`config.mk`:
```
export PLATFORM = sky130hd
export DESIGN_NAME = proto_field_encoder_flat
export DESIGN_NICKNAME = d
export VERILOG_FILES = /design/src/rtl/proto_field_encoder_if.sv /design/src/rtl/proto_field_encoder.sv /design/src/flat_wrapper.sv
export SDC_FILE = /design/constraint.sdc
export NUM_CORES = 1
export LEC_CHECK = 0
export ABC_AREA = 1
export CORE_ASPECT_RATIO = 0.8
export CORE_MARGIN = 3
export CORE_UTILIZATION = 50
export CTS_BUF_LIST = sky130_fd_sc_hd__clkbuf_8 sky130_fd_sc_hd__clkbuf_16
export CTS_CLUSTER_DIAMETER = 50
export DETAILED_ROUTE_END_ITERATION = 10
export PLACE_DENSITY_LB_ADDON = 0.12
export SLEW_MARGIN = 20
export SYNTH_ARGS = -nofsm -noshare
export SYNTH_HDL_FRONTEND = slang
export SYNTH_SLANG_ARGS = --single-unit
export TNS_END_PERCENT = 5
```
`constraint.sdc`:
```
create_clock -name clk -period 2.1 [get_ports clk]
set_input_delay 0.21 -clock clk [delete_from_list [all_inputs] [get_ports clk]]
set_output_delay 0.21 -clock clk [all_outputs]
set_load 0.02 [all_outputs]
```
`src/rtl/proto_field_encoder_if.sv`:
```
// Handshake bundle for proto_field_encoder: field commands,
// payload byte stream and serialized byte output.
interface proto_field_encoder_if;
  logic        fld_valid;
  logic        fld_ready;
  logic [4:0]  fld_num;
  logic [2:0]  fld_wire_type;
  logic [63:0] fld_value;
  logic        fld_last;
  logic [7:0]  pay_data;
  logic        pay_valid;
  logic        pay_ready;
  logic [7:0]  out_data;
  logic        out_valid;
  logic        out_ready;
  logic        out_last;
  logic        err;

  modport master (
    output fld_valid, fld_num, fld_wire_type,
    output fld_value, fld_last,
    output pay_data, pay_valid, out_ready,
    input  fld_ready, pay_ready,
    input  out_data, out_valid, out_last, err
  );

  modport slave (
    input  fld_valid, fld_num, fld_wire_type,
    input  fld_value, fld_last,
    input  pay_data, pay_valid, out_ready,
    output fld_ready, pay_ready,
    output out_data, out_valid, out_last, err
  );
endinterface

```
`src/rtl/proto_field_encoder.sv`:
```
// Streaming protobuf field serializer: varint key, then
// varint / fixed / length-delimited body, one byte per cycle.
module proto_field_encoder #(
  parameter int LEN_W = 16,
  parameter int VAL_W = 64
) (
  input  logic clk,
  input  logic rst,
  proto_field_encoder_if.slave bus
);

  localparam logic [2:0] S_IDLE = 3'd0;
  localparam logic [2:0] S_KEY  = 3'd1;
  localparam logic [2:0] S_VAR  = 3'd2;
  localparam logic [2:0] S_FIX  = 3'd3;
  localparam logic [2:0] S_PAY  = 3'd4;

  logic [2:0]       state_q, state_d;
  logic [VAL_W-1:0] v_q, v_d;
  logic [LEN_W-1:0] cnt_q, cnt_d;
  logic [2:0]       wt_q, wt_d;
  logic             last_q, last_d;
  logic [7:0]       odata_q, odata_d;
  logic             ovalid_q, ovalid_d;
  logic             olast_q, olast_d;
  logic             err_q, err_d;

  logic             load;
  logic             fld_hs;
  logic             wt_ok;
  logic             cmd_bad;
  logic [2:0]       wt_in;
  logic [7:0]       key;
  logic [VAL_W-1:0] v_sh7;
  logic             v_more;

  // Output slot refills when empty or being drained this cycle
  assign load   = !ovalid_q || bus.out_ready;
  assign wt_in  = bus.fld_wire_type;
  assign key    = {bus.fld_num, wt_in};
  assign v_sh7  = v_q >> 7;
  assign v_more = |v_sh7;

  assign bus.fld_ready = (state_q == S_IDLE) && !ovalid_q;
  assign bus.pay_ready = (state_q == S_PAY) && load;
  assign fld_hs = bus.fld_valid && bus.fld_ready;

  assign wt_ok = (wt_in == 3'd0) || (wt_in == 3'd1) ||
                 (wt_in == 3'd2) || (wt_in == 3'd5);
  assign cmd_bad = (bus.fld_num == 5'd0) || !wt_ok ||
                   ((wt_in == 3'd2) &&
                    (|bus.fld_value[VAL_W-1:LEN_W]));

  always_comb begin
    state_d  = state_q;
    v_d      = v_q;
    cnt_d    = cnt_q;
    wt_d     = wt_q;
    last_d   = last_q;
    odata_d  = odata_q;
    ovalid_d = ovalid_q;
    olast_d  = olast_q;
    err_d    = 1'b0;
    if (load) begin
      ovalid_d = 1'b0;
      olast_d  = 1'b0;
    end
    unique case (state_q)
      S_IDLE: begin
        if (fld_hs) begin
          if (cmd_bad) begin
            err_d = 1'b1;
          end else begin
            // Key byte is the whole key; fields >= 16 add 0x01
            odata_d  = key;
            ovalid_d = 1'b1;
            wt_d     = wt_in;
            last_d   = bus.fld_last;
            if (wt_in == 3'd2)
              v_d = VAL_W'(bus.fld_value[LEN_W-1:0]);
            else
              v_d = bus.fld_value;
            if (wt_in == 3'd1)
              cnt_d = LEN_W'(8);
            else if (wt_in == 3'd5)
              cnt_d = LEN_W'(4);
            else
              cnt_d = bus.fld_value[LEN_W-1:0];
            if (bus.fld_num[4])
              state_d = S_KEY;
            else
              state_d = wt_in[0] ? S_FIX : S_VAR;
          end
        end
      end
      S_KEY: begin
        if (load) begin
          odata_d  = 8'h01;
          ovalid_d = 1'b1;
          state_d  = wt_q[0] ? S_FIX : S_VAR;
        end
      end
      S_VAR: begin
        if (load) begin
          odata_d  = {v_more, v_q[6:0]};
          ovalid_d = 1'b1;
          v_d      = v_sh7;
          if (!v_more) begin
            if ((wt_q == 3'd2) && (cnt_q != '0)) begin
              state_d = S_PAY;
            end else begin
              state_d = S_IDLE;
              olast_d = last_q;
            end
          end
        end
      end
      S_FIX: begin
        if (load) begin
          odata_d  = v_q[7:0];
          ovalid_d = 1'b1;
          v_d      = v_q >> 8;
          cnt_d    = cnt_q - LEN_W'(1);
          if (cnt_q == LEN_W'(1)) begin
            state_d = S_IDLE;
            olast_d = last_q;
          end
        end
      end
      S_PAY: begin
        if (load && bus.pay_valid) begin
          odata_d  = bus.pay_data;
          ovalid_d = 1'b1;
          cnt_d    = cnt_q - LEN_W'(1);
          if (cnt_q == LEN_W'(1)) begin
            state_d = S_IDLE;
            olast_d = last_q;
          end
        end
      end
      default: state_d = S_IDLE;
    endcase
  end

  always_ff @(posedge clk) begin
    if (rst) begin
      state_q  <= S_IDLE;
      v_q      <= '0;
      cnt_q    <= '0;
      wt_q     <= '0;
      last_q   <= 1'b0;
      odata_q  <= '0;
      ovalid_q <= 1'b0;
      olast_q  <= 1'b0;
      err_q    <= 1'b0;
    end else begin
      state_q  <= state_d;
      v_q      <= v_d;
      cnt_q    <= cnt_d;
      wt_q     <= wt_d;
      last_q   <= last_d;
      odata_q  <= odata_d;
      ovalid_q <= ovalid_d;
      olast_q  <= olast_d;
      err_q    <= err_d;
    end
  end

  assign bus.out_data  = odata_q;
  assign bus.out_valid = ovalid_q;
  assign bus.out_last  = olast_q;
  assign bus.err       = err_q;

endmodule

```
`src/flat_wrapper.sv`:
```
// flat-port wrapper written by rule: the top's interface ports become plain ports
module proto_field_encoder_flat 
#(
  parameter int LEN_W = 16,
  parameter int VAL_W = 64
)
  (clk, rst, bus_fld_valid, bus_fld_num, bus_fld_wire_type, bus_fld_value, bus_fld_last, bus_pay_data, bus_pay_valid, bus_out_ready, bus_fld_ready, bus_pay_ready, bus_out_data, bus_out_valid, bus_out_last, bus_err);
  proto_field_encoder_if bus_i ();
  input  logic clk;
  input  logic rst;
  input wire logic [$bits(bus_i.fld_valid)-1:0] bus_fld_valid;
  input wire logic [$bits(bus_i.fld_num)-1:0] bus_fld_num;
  input wire logic [$bits(bus_i.fld_wire_type)-1:0] bus_fld_wire_type;
  input wire logic [$bits(bus_i.fld_value)-1:0] bus_fld_value;
  input wire logic [$bits(bus_i.fld_last)-1:0] bus_fld_last;
  input wire logic [$bits(bus_i.pay_data)-1:0] bus_pay_data;
  input wire logic [$bits(bus_i.pay_valid)-1:0] bus_pay_valid;
  input wire logic [$bits(bus_i.out_ready)-1:0] bus_out_ready;
  output wire logic [$bits(bus_i.fld_ready)-1:0] bus_fld_ready;
  output wire logic [$bits(bus_i.pay_ready)-1:0] bus_pay_ready;
  output wire logic [$bits(bus_i.out_data)-1:0] bus_out_data;
  output wire logic [$bits(bus_i.out_valid)-1:0] bus_out_valid;
  output wire logic [$bits(bus_i.out_last)-1:0] bus_out_last;
  output wire logic [$bits(bus_i.err)-1:0] bus_err;
  assign bus_i.fld_valid = bus_fld_valid;
  assign bus_i.fld_num = bus_fld_num;
  assign bus_i.fld_wire_type = bus_fld_wire_type;
  assign bus_i.fld_value = bus_fld_value;
  assign bus_i.fld_last = bus_fld_last;
  assign bus_i.pay_data = bus_pay_data;
  assign bus_i.pay_valid = bus_pay_valid;
  assign bus_i.out_ready = bus_out_ready;
  assign bus_fld_ready = bus_i.fld_ready;
  assign bus_pay_ready = bus_i.pay_ready;
  assign bus_out_data = bus_i.out_data;
  assign bus_out_valid = bus_i.out_valid;
  assign bus_out_last = bus_i.out_last;
  assign bus_err = bus_i.err;
  proto_field_encoder #(.LEN_W(LEN_W), .VAL_W(VAL_W)) u_core (.clk(clk), .rst(rst), .bus(bus_i));
endmodule
```
Yosys cells after proc, flatten, opt, wreduce, memory -nomap -nowiden

Index checks and enable logic that the tools add are counted.

Muxes and demuxes: 48
Bitwise gates (word level): 3
Shift operators: 0
Eq/ne operators: 16
Div/mod/pow operators: 0
Add/sub/neg operators: 1
Order comparisons: 0
Multipliers: 0
Reductions and logical operators: 30

Operators with widths:

| kind                                                                  | number |
|---|---|
| 64-bit 2-to-1 mux                                                     | 5 |
| 64-bit case mux with 3 select lines                                   | 1 |
| 16-bit 2-to-1 mux                                                     | 6 |
| 57-bit OR reduction                                                   | 1 |
| 8-bit 2-to-1 mux                                                      | 6 |
| 16-bit case mux with 3 select lines                                   | 1 |
| 48-bit OR reduction                                                   | 1 |
| 8-bit case mux with 5 select lines                                    | 1 |
| 3-bit 2-to-1 mux                                                      | 10 |
| 16-bit by 1-bit == test with 1-bit output (second input constant)     | 1 |
| 16-bit nonzero test                                                   | 1 |
| 16-bit by 1-bit subtractor with 16-bit output (second input constant) | 1 |
| 1-bit 2-to-1 mux                                                      | 15 |
| 3-bit case mux with 5 select lines                                    | 1 |
| 7-bit AND reduction                                                   | 2 |
| 3-bit by 2-bit == test with 1-bit output (second input constant)      | 4 |
| 5-bit AND reduction                                                   | 2 |
| 2-bit by 1-bit != test with 1-bit output (second input constant)      | 4 |
| 3-bit by 1-bit == test with 1-bit output (second input constant)      | 2 |
| 3-bit == test (second input constant)                                 | 2 |
| 1-bit logical AND                                                     | 6 |
| 3-bit logical NOT                                                     | 2 |
| 1-bit logical OR                                                      | 6 |
| 2-bit != test (second input constant)                                 | 3 |
| 8 further kinds                                                       | 14 |

Memories kept: 0
Word-level logic and storage cells: 107
RAM bits: 0
Bits in latches: 0
ROM bits: 0
Register bits: 98

Longest topological paths before layout

Depth in word-level cells: 10
Mapped depth: 15
Mapped depth without buffers: 13

Least setup slack after synthesis

No wires, ideal clock.

Path kind: flip-flop to flip-flop
Start point: register u_core.state_q[2]
End point: register u_core.v_q[55]
Cell stages (with the launch flop): 13
Required time: 1990 ps
Setup time: 110 ps
Period minus slack after synthesis: 1859 ps
Data arrival time: 1749 ps
Slack: 241 ps
Path buffers: 2
Cells stage by stage: dfxtp_1 nor2_1 nand2_2 nor2_2 nand2_1 inv_2 nand3_4 nand2_4 buf_4 buf_2 nand4_1 nand2_1 nor2_1

Longest elaborated chain between the ends: 5
Elaborated cells between the ends (all ways): 12
Those cells by class: 6 x eq/ne; 1 x mux; 5 x reduce/logical

Ends and longest elaborated chain:

| what                                                      | line                       | text |
|---|---|---|
| from (decl)                                               | proto_field_encoder.sv:18  | `logic [2:0] state_q, state_d;` |
| from (signal assigned)                                    | proto_field_encoder.sv:157 | `state_q <= state_d;` |
| 3-bit logical NOT                                         | proto_field_encoder.sv:44  | `assign bus.fld_ready = (state_q == S_IDLE) && !ovalid_q;` |
| 1-bit logical AND                                         | proto_field_encoder.sv:44  |  |
| net bus_fld_ready                                         | flat_wrapper.sv:19         | `output wire logic [$bits(bus_i.fld_ready)-1:0] bus_fld_ready;` |
| 1-bit logical AND                                         | proto_field_encoder.sv:46  | `assign fld_hs = bus.fld_valid && bus.fld_ready;` |
| 2-bit by 1-bit != test with 1-bit output (no source line) | --                         |  |
| 5-bit AND reduction (no source line)                      | --                         |  |
| to (signal assigned)                                      | proto_field_encoder.sv:158 | `v_q <= v_d;` |
| to (decl)                                                 | proto_field_encoder.sv:19  | `logic [VAL_W-1:0] v_q, v_d;` |

The timed path passes the listed nets, and every way through them passes these cells.
A chain may end at the register's enable or synchronous reset.

Final worst setup path

Start point: register u_core.state_q[2]
End point: output port bus_fld_ready

Longest elaborated chain between the ends: 2

Ends and longest elaborated chain:

| what              | line |
|---|---|
| 3-bit logical NOT | proto_field_encoder.sv:44 |
| 1-bit logical AND | proto_field_encoder.sv:44 |
| to (decl)         | flat_wrapper.sv:19 |

Every way passes these cells.

==> impl_metrics.toml <==
[timing]
setup_viol = 0
drv_slew = 0
finalHoldViolCount = 0
max_freq_mhz = 504.4
layout_setup_ws_ns = 0.1174
slew_headroom_pct = 59.29
clock_skew_ns = 0.009109
holdWs_ns = 0.4326
fin_crit_sh_pct = 94.41
rsz0062_at_grt = "no"
worst_pin_slew_ns = 0.6107
post-route-min-period_ns = 1.983

[yosys]
syn_area_um2 = 6434
ys_ff_latch = 98
syn_avg_cell_area_um2 = 5.865
yosys.area.top_type_share_pct = 30.49
syn_nets = 1185
synth_common_cells = "260 x nand2_1, 194 x nor2_1, 163 x inv_1"
synth-edff-count = 0
yosys_warnings = 0
seq_area_frac_synth_pct = 30.49
ys_types = 36
yosysTopAreaCell = "dfxtp_1"
ys.flop_type = "dfxtp_1"
synth.most_common_cell = "nand2_1"
postSynthCellCount = 1097
async_reset_ff_share_pct = 0
synthTopCellsByArea = "dfxtp_1 30%, nand2_1 15%, nor2_1 11%"

[global_route]
grt_first_pass_wirelength_um = 33840
gr-total-overflow = 0
grt_pass1_vias = 6884
grt_busiest_layer = "met2"
grt_usage_pct = 28.55
grt_util_met2_pct = 44.02
antenna_found_initial = 0
grtUsageMet3_pct = 4.860
grt.met1_usage_pct = 41.67
grt_max_degree = 61

[placed_design]
gp_congestion = 0.8880
place_ws_ns = -0.2303
port_buffers = 98
hpwlAfterDp_um = 14180

[floorplan]
row_count = 36
die_w_um = 132.8
die_h_um = 107.5
fp.coreArea_um2 = 12390
start_util_pct = 51.94
dieArea_um2 = 14270
io_pins = 99

[power]
leakagePower_nw = 3.980
clockPowerShare_pct = 14.6
switching_share_pct = 47.10
power_density_nw_per_um2 = 1387
p_comb_share_pct = 61.4
p_sw_mw = 5.460
max-vdd-ir-drop_v = 0.0007797
p_seq_share_pct = 24.0
intPower_mw = 6.133

[cts]
clkSlewWorstSetupHoldPaths_ns = 0.07
cts_tree = "built"
clockBufferDepth = 2
tritoncts.num_buffers = 9
cts_max_level = 3
cts_hold_buf = 0
clock-sinks = 98
cts_root_buf = "clkbuf_16"
clk_latency_ns = 0.35

[route]
drt_wl_total_um = 20180
wl_per_cell_um = 14.51
antenna_left = 0
dr.first_iter.drc_count = 939
vias = 7565
drc = 0
dr.pass1.iters = 6
via_per_inst = 5.439

[run]
maxCapViolations = 0

[finish]
areaGrowthSynthToFinish_pct = 29.89
nNetsFinal = 1304
n_antenna_cell = 0
layout-drive-gt1-share_pct = 10.00

[outcome]
outcome = "finished clean"

[worst_setup_path]
crit_fanout = 4
critPathRequiredTime_ns = 1.89
critPathMaxStageDelay_ns = 0.62
path_cells = "nor2_1, nand2_2, nor2_2, clkdlybuf4s50_1"
reg2reg_depth = 11
cp-end-kind = "primary output"
crit_slowest_cell = "clkdlybuf4s50_1"
setup.worst_path.start_class = "register"
crit_type = "register to primary output"
crit_arrival_ns = 1.77

[min_path]
holdCritPathClass = "input pin to register"
min_path_cells = 3
cells in the final DEF, fill, tap and decap left out, types with 2 or more instances in the layout:
cell type / synthesis / layout
a21oi_1: 82 / 82
a22o_1: 2 / 2
a22oi_1: 4 / 4
buf_12: 0 / 13
buf_4: 1 / 57
clkbuf_16: 0 / 9
clkdlybuf4s50_1: 0 / 97
clkinvlp_4: 0 / 3
dfxtp_1: 98 / 98
ha_1: 2 / 2
inv_1: 163 / 164
inv_2: 18 / 18
nand2_1: 260 / 257
nand2_2: 4 / 6
nand2_4: 1 / 2
nand3_1: 16 / 16
nand3_2: 3 / 2
nand3_4: 1 / 2
nand4_1: 72 / 72
nor2_1: 194 / 192
nor2_2: 2 / 4
nor3_1: 4 / 4
o21ai_0: 40 / 40
o22ai_1: 56 / 56
or2_1: 2 / 2
xor2_1: 3 / 3
routing by layer:
metal / part of all wire [%] / wire (um)
met5: 0 / 0
met4: 1.2 / 240
met3: 11 / 2141
met2: 43 / 8757
met1: 45 / 9038
worst max-delay path: cells and delay by family (launching register included):
family	cells	cell delay (ns)
flip-flops	1	0.35
buffers and inverters	1	0.62
AND/OR/NAND/NOR	3	0.45
power groups by stage:
stage	sequential [mW]	combinational, mW	clock, mW
6_report	2.78	7.12	1.69
5_1_grt	2.84	8.09	1.78
4_1_cts	2.77	6.97	1.70
3_5_place_dp	2.81	6.91	0
3_3_place_gp	2.79	6.80	0
2_1_floorplan	2.82	4.78	0
flip-flops by register name, summed over array words and instances, names as in the netlist:
register              flops
u_core.bus.err            1
u_core.bus.out_data       8
u_core.bus.out_last       1
u_core.bus.out_valid      1
u_core.cnt_q             16
u_core.last_q             1
u_core.state_q            3
u_core.v_q               64
u_core.wt_q               3
area by class of cell:
| cell class | count | area [um^2] |
|---|---|---|
| tap | 171 | 214.0 |
| multi-input combinational | 758 | 3535 |
| clock inverter | 5 | 56.30 |
| timing repair buffer | 168 | 1672 |
| fill | 1190 | 4030 |
| sequential | 98 | 1962 |
| inverter | 181 | 679.4 |
| clock buffer | 10 | 239.0 |
stage by stage:
step	total power [mW]	instance area, um^2	instances	utilization [%]	setup TNS [ns]
2_1_floorplan	7.599	6434	1097	-	0
3_3_place_gp	9.594	8026	1374	64.80	-14.99
3_5_place_dp	9.720	8026	1374	64.80	-15.62
4_1_cts	11.44	8322	1389	67.18	0
5_1_grt	12.71	8357	1391	67.46	0
6_report	11.59	8357	1391	67.46	0
worst paths after layout:
check | startpoint | to | slack (ns)
setup / recovery | u_core.state_q[2]$_SDFFE_PP0P_ | bus_fld_ready | 0.12
hold / removal | bus_fld_last | u_core.last_q$_SDFFE_PP0P_ | 0.43
setup reg to reg | u_core.state_q[2]$_SDFFE_PP0P_ | u_core.v_q[42]$_SDFFE_PP0P_ | 0.20
hold reg to reg | u_core.wt_q[1]$_SDFFE_PP0P_ | u_core.wt_q[1]$_SDFFE_PP0P_ | 0.45
what timing repair did:
action / CTS / global route
endpoints found under the setup margin: 0 / 74
setup buffers: 0 / 2
gates resized for setup: 0 / 5
kinds of logic (layout without fill, tap and decap cells):
kind of cell             Yosys count  in the layout  synth area share [%]
AND/OR/NAND/NOR                  563            563                 37.18
AO/OA/AOI/OAI                    190            190                 16.57
adder cells (fa/ha/maj)            2              2                0.3889
flip-flops                        98             98                 30.49
XOR/XNOR                           3              3                0.4085
buffers and inverters            241            364                 14.96
(Power assumes the default switching activity.)
